[config.mk]
export PLATFORM = sky130hd
export DESIGN_NAME = booth_r4_seq_mul
export DESIGN_NICKNAME = d
export VERILOG_FILES = /design/src/rtl/booth_mul_pkg.sv /design/src/rtl/booth_r4_seq_mul_pp.sv /design/src/rtl/booth_r4_seq_mul.sv
export SDC_FILE = /design/constraint.sdc
export NUM_CORES = 1
export LEC_CHECK = 0
export ABC_CLOCK_PERIOD_IN_PS = 19100
export CORE_ASPECT_RATIO = 0.75
export CORE_MARGIN = 2
export CORE_UTILIZATION = 57
export DETAILED_ROUTE_END_ITERATION = 8
export HOLD_SLACK_MARGIN = 0.06
export PLACE_DENSITY_LB_ADDON = 0.3
export SLEW_MARGIN = 20
export SYNTH_ARGS = -nofsm -noshare
export SYNTH_HDL_FRONTEND = slang
export SYNTH_HIERARCHICAL = 1
export SYNTH_SLANG_ARGS = --single-unit
export TNS_END_PERCENT = 20
[constraint.sdc]
create_clock -name clk -period 19.1 [get_ports clk]
set_input_delay 3.82 -clock clk [delete_from_list [all_inputs] [get_ports clk]]
set_output_delay 3.82 -clock clk [all_outputs]
set_load 0.01 [all_outputs]
[src/rtl/booth_mul_pkg.sv]
// Shared constants and FSM state type for the radix-4 Booth sequential multiplier.
package booth_mul_pkg;

    localparam int N     = 32;
    localparam int ITER  = 17;
    localparam int PP_W  = 34;
    localparam int ACC_W = 66;

    typedef enum logic [1:0] {
        IDLE = 2'd0,
        RUN  = 2'd1,
        DONE = 2'd2
    } state_t;

endpackage

[src/rtl/booth_r4_seq_mul_pp.sv]
// Combinational radix-4 Booth partial-product generator: selects 0, +-a or +-2a from a 3-bit window.
module Booth_Algorithm_Norm
    import booth_mul_pkg::*;
(
    input  logic [N-1:0]           i_a,
    input  logic                   i_sign,
    input  logic [2:0]             i_win,
    output logic signed [PP_W-1:0] o_pp
);

    logic signed [PP_W-1:0] w_ax;
    logic signed [PP_W-1:0] w_mag;

    assign w_ax = i_sign ? {{(PP_W-N){i_a[N-1]}}, i_a} : {{(PP_W-N){1'b0}}, i_a};

    always_comb begin
        w_mag = '0;
        case (i_win)
            3'b001, 3'b010, 3'b101, 3'b110: w_mag = w_ax;
            3'b011, 3'b100:                 w_mag = w_ax <<< 1;
            default:                        w_mag = '0;
        endcase
    end

    // Negative groups are one's-complemented here; the +1 is added by the caller.
    assign o_pp = i_win[2] ? ~w_mag : w_mag;

endmodule

[src/rtl/booth_r4_seq_mul.sv]
// Sequential 32x32 radix-4 Booth multiplier: one Booth group per cycle, 17 cycles per product,
// valid/ready handshakes on operand and result sides.
module booth_r4_seq_mul
    import booth_mul_pkg::*;
(
    input  logic             clk,
    input  logic             rst,
    input  logic             in_valid,
    output logic             in_ready,
    input  logic [N-1:0]     a,
    input  logic [N-1:0]     b,
    input  logic             sign,
    output logic             out_valid,
    input  logic             out_ready,
    output logic [2*N-1:0]   product
);

    localparam int P_W = 2 * N;

    state_t                  r_state;
    state_t                  w_next;
    logic [N-1:0]            r_a;
    logic                    r_sign;
    logic [PP_W:0]           r_m;
    logic [4:0]              r_k;
    logic [P_W-1:0]          r_acc;

    logic                    w_ext;
    logic [2:0]              w_win;
    logic signed [PP_W-1:0]  w_pp;
    logic signed [P_W-1:0]   w_pp_ext;
    logic [P_W-1:0]          w_term;
    logic                    w_accept;
    logic                    w_last;

    assign w_ext    = sign & b[N-1];
    assign w_win    = r_m[2:0];
    assign w_accept = (r_state == IDLE) && in_valid;
    assign w_last   = (r_k == 5'(ITER - 1));

    Booth_Algorithm_Norm u_pp (
        .i_a    (r_a),
        .i_sign (r_sign),
        .i_win  (w_win),
        .o_pp   (w_pp)
    );

    // Only the low 64 bits of the 66-bit sum reach product, so accumulation is done modulo 2^64.
    assign w_pp_ext = {{(P_W-PP_W){w_pp[PP_W-1]}}, w_pp};
    assign w_term   = (w_pp_ext + {{(P_W-1){1'b0}}, w_win[2]}) << {r_k, 1'b0};

    always_ff @(posedge clk or posedge rst) begin
        if (rst) begin
            r_state <= IDLE;
        end else begin
            r_state <= w_next;
        end
    end

    always_comb begin
        w_next    = r_state;
        in_ready  = 1'b0;
        out_valid = 1'b0;
        case (r_state)
            IDLE: begin
                in_ready = 1'b1;
                if (in_valid) w_next = RUN;
            end
            RUN: begin
                if (w_last) w_next = DONE;
            end
            DONE: begin
                out_valid = 1'b1;
                if (out_ready) w_next = IDLE;
            end
            default: w_next = IDLE;
        endcase
    end

    // Multiplier shifts right two bits per group so the active window is always m[2:0].
    always_ff @(posedge clk or posedge rst) begin
        if (rst) begin
            r_a    <= '0;
            r_sign <= 1'b0;
            r_m    <= '0;
            r_k    <= '0;
            r_acc  <= '0;
        end else if (w_accept) begin
            r_a    <= a;
            r_sign <= sign;
            r_m    <= {w_ext, w_ext, b, 1'b0};
            r_k    <= '0;
            r_acc  <= '0;
        end else if (r_state == RUN) begin
            r_acc  <= r_acc + w_term;
            r_m    <= r_m >> 2;
            r_k    <= r_k + 5'd1;
        end
    end

    assign product = r_acc;

endmodule

==> metrics.yaml <==
outcome: "finished, final reports clean"
rsz0062_at_grt: "no"
slew_viol_final: 0
grt_pass1_wl_mm: 62.5
syn_inst: 1686
syn_area_um2: 12800
ios: 135
drc_errors: 0
finalSetupViolations: 0
worst_hold_slack_ns: 0.477
r2r-start: "r_m[1]$_DFFE_PP0P_"
drive_gt1_frac: 0.0583
yosysTopAreaCell: "dfrtp_1"
core_area_um2: 22100
finalSetupTns_ns: 0
synth_edf_count: 0
synth-seq-cells: 138
async_reset_ff_frac: 1.00
syn_nets: 1826
r2r_end: "product[57]$_DFFE_PP0P_"
endpoint_kind: "flop"
dp_hpwl_mm: 28.1
final_nets: 1877
critPathMaxFanout: 67
dp_cells: 2012
ys_top_cells_by_area: "dfrtp_1, nand2_1, ha_1, a21oi_1, o21ai_0"
die_area_um2: 23700
antenna_cells: 0
row_count: 47
grt_usage: 0.328
fill_cells: 1893
clock_path_buffers: 2
ant_nets: 0
worst-setup-path-type: "flop to flop"
post_cts_resized: 0
ys_warn_count: 6
htreeDepth: 4
cts_tree: "built"
initial_core_util: 0.581
overflow: 0
reg2regPathDepth: 26
vias: 13031
cp_data_arrival_time_ns: 8.12
postCtsSetupRepairBufs: 0
hold_buffers: 0
antenna_found_initial: 0
min_to: "r_m[10]$_DFFE_PP0P_"
crit_required_ns: 19.43
gp_congestion: 0.979
design_area_um2: 14700
dr.pass1.iters: 8
finalWirelength_mm: 38.4
grt_start_max_net_pins: 96
fin_skew_ns: 0.0195
rrSetupSlack_ns: 11.30
relSlewSlack: 0.315
placed_area_um2: 14100
hold_viol: 0
avgSynthCellArea_um2: 7.60
fin_crit_ns: 7.80
final_cells: 2044
viasPerCell: 6.38
cap_violations: 0
min_path_cells: 2
die_width_um: 177
ys_types: 83
clk_latency_ns: 0.45
portBuffers: 134
hp-start: "r_m[10]$_DFFE_PP0P_"
cp-start-kind: "flop"
synth_common_cells: "nand2_1, a21oi_1, o21ai_0"
ys_seq_area_frac: 0.269
yosysMostFrequentCell: "nand2_1"
hp-class: "flop to flop"
worst_pin_slew_ns: 1.02
yosysTopAreaCellShare: 0.269
cts_buffers: 17
fin_crit_sh: 0.408
wire_per_inst_um: 18.8
synth-main-ff-cell: "dfrtp_1"
grt_pass1_vias: 11907
path_clk_slew_ns: 0.07
syn2layout_area_growth_pct: 14.7
cts_root_buf: "clkbuf_16"
cts.sinks: 138
fp.dieH_um: 134
first_iter_violations: 1546
timing.fmax_mhz: 128
==> worst max-delay path, cell delays in order (launching register included) <==
cell,delay [ns]
dfrtp_1,0.37
inv_1,0.09
ha_4,0.67
a221oi_1,0.22
a21oi_1,0.62
nand3_2,0.33
nor3_1,0.49
and3_1,0.30
xnor2_1,0.09
a221oi_1,0.48
mux2i_1,0.19
mux2_2,0.32
nor2_1,0.09
a21oi_1,0.06
nor2_1,0.24
ha_1,0.36
a21oi_1,0.25
o211ai_1,0.14
a22oi_1,0.29
nand4b_1,0.30
a221oi_2,0.45
o21ai_1,0.18
a31oi_1,0.36
o21ai_2,0.15
a21oi_1,0.21
nor4b_1,0.08
a211o_1,0.29
==> flip-flops by register name, indices dropped and copies added (netlist names) <==
register / cells
r_k: 5
r_m: 34
r_a: 32
r_sign: 1
product: 64
r_state: 2
==> logic make-up after synthesis <==
family,synth area share
xor gates and xnor gates,0.0621
buffers and inverters,0.0522
adders and majority gates,0.0699
and+or+nand+nor,0.217
DFF,0.269
AOI/OAI and AO/OA,0.281
muxes,0.0490
==> metal layers <==
layer / up-vias / wire, µm / part of all wire / track usage
met5: - / 0 / 0 / 0
met4: 0 / 478 / 0.012 / 0.0748
met3: 34 / 3890 / 0.10 / 0.0927
met2: 607 / 16300 / 0.42 / 0.476
met1: 6154 / 17800 / 0.46 / 0.480
li1: 6236 / - / - / -
==> worst max path at each step <==
stage,start,to,slack (ns),cells past startpoint
6_report,r_m[1]$_DFFE_PP0P_,product[57]$_DFFE_PP0P_,11.30,26
3_5_place_dp,r_m[1]$_DFFE_PP0P_,product[57]$_DFFE_PP0P_,11.27,27
5_1_grt,r_m[0]$_DFFE_PP0P_,product[57]$_DFFE_PP0P_,10.83,27
3_3_place_gp,r_m[1]$_DFFE_PP0P_,product[57]$_DFFE_PP0P_,11.54,27
4_1_cts,r_m[1]$_DFFE_PP0P_,product[57]$_DFFE_PP0P_,11.19,26
2_1_floorplan,rst,product[0]$_DFFE_PP0P_,11.58,1
==> cell usage in the layout, fill, tap and decap left out, drive strengths merged, types with 13 or more instances in the layout <==
cell type,count
nor3,24
a221oi,34
nand3,50
clkbuf,19
and3,17
mux2i,35
mux2,20
nand2,316
buf,14
dfrtp,138
ha,70
xor2,44
o211ai,15
a211oi,22
o21ai,154
nor2,117
o21bai,13
xnor2,46
a21o,20
inv,35
clkdlybuf4s50,134
a21oi,161
a22o,31
o22ai,14
nand4,24
a22oi,37
==> final cells by class <==
type,instances,area [µm²],area share
Clock buffer,19,443,0.0301
Clock inverter,13,133,0.00902
Inverter,32,125,0.00851
Multi-Input combinational cell,1400,8730,0.594
Sequential cell,138,3460,0.235
Tap cell,294,368,0.0250
Timing Repair Buffer,148,1450,0.0984
==> stage by stage <==
step	setup slack [ns]	util
6_report	11.30	0.667
3_5_place_dp	11.27	0.640
4_1_cts	11.19	0.666
3_3_place_gp	11.54	0.640
5_1_grt	10.83	0.667
2_1_floorplan	11.58	-
Power is not shown: default switching activity piles up to over one toggle a cycle in this logic, so the estimate is an artifact.
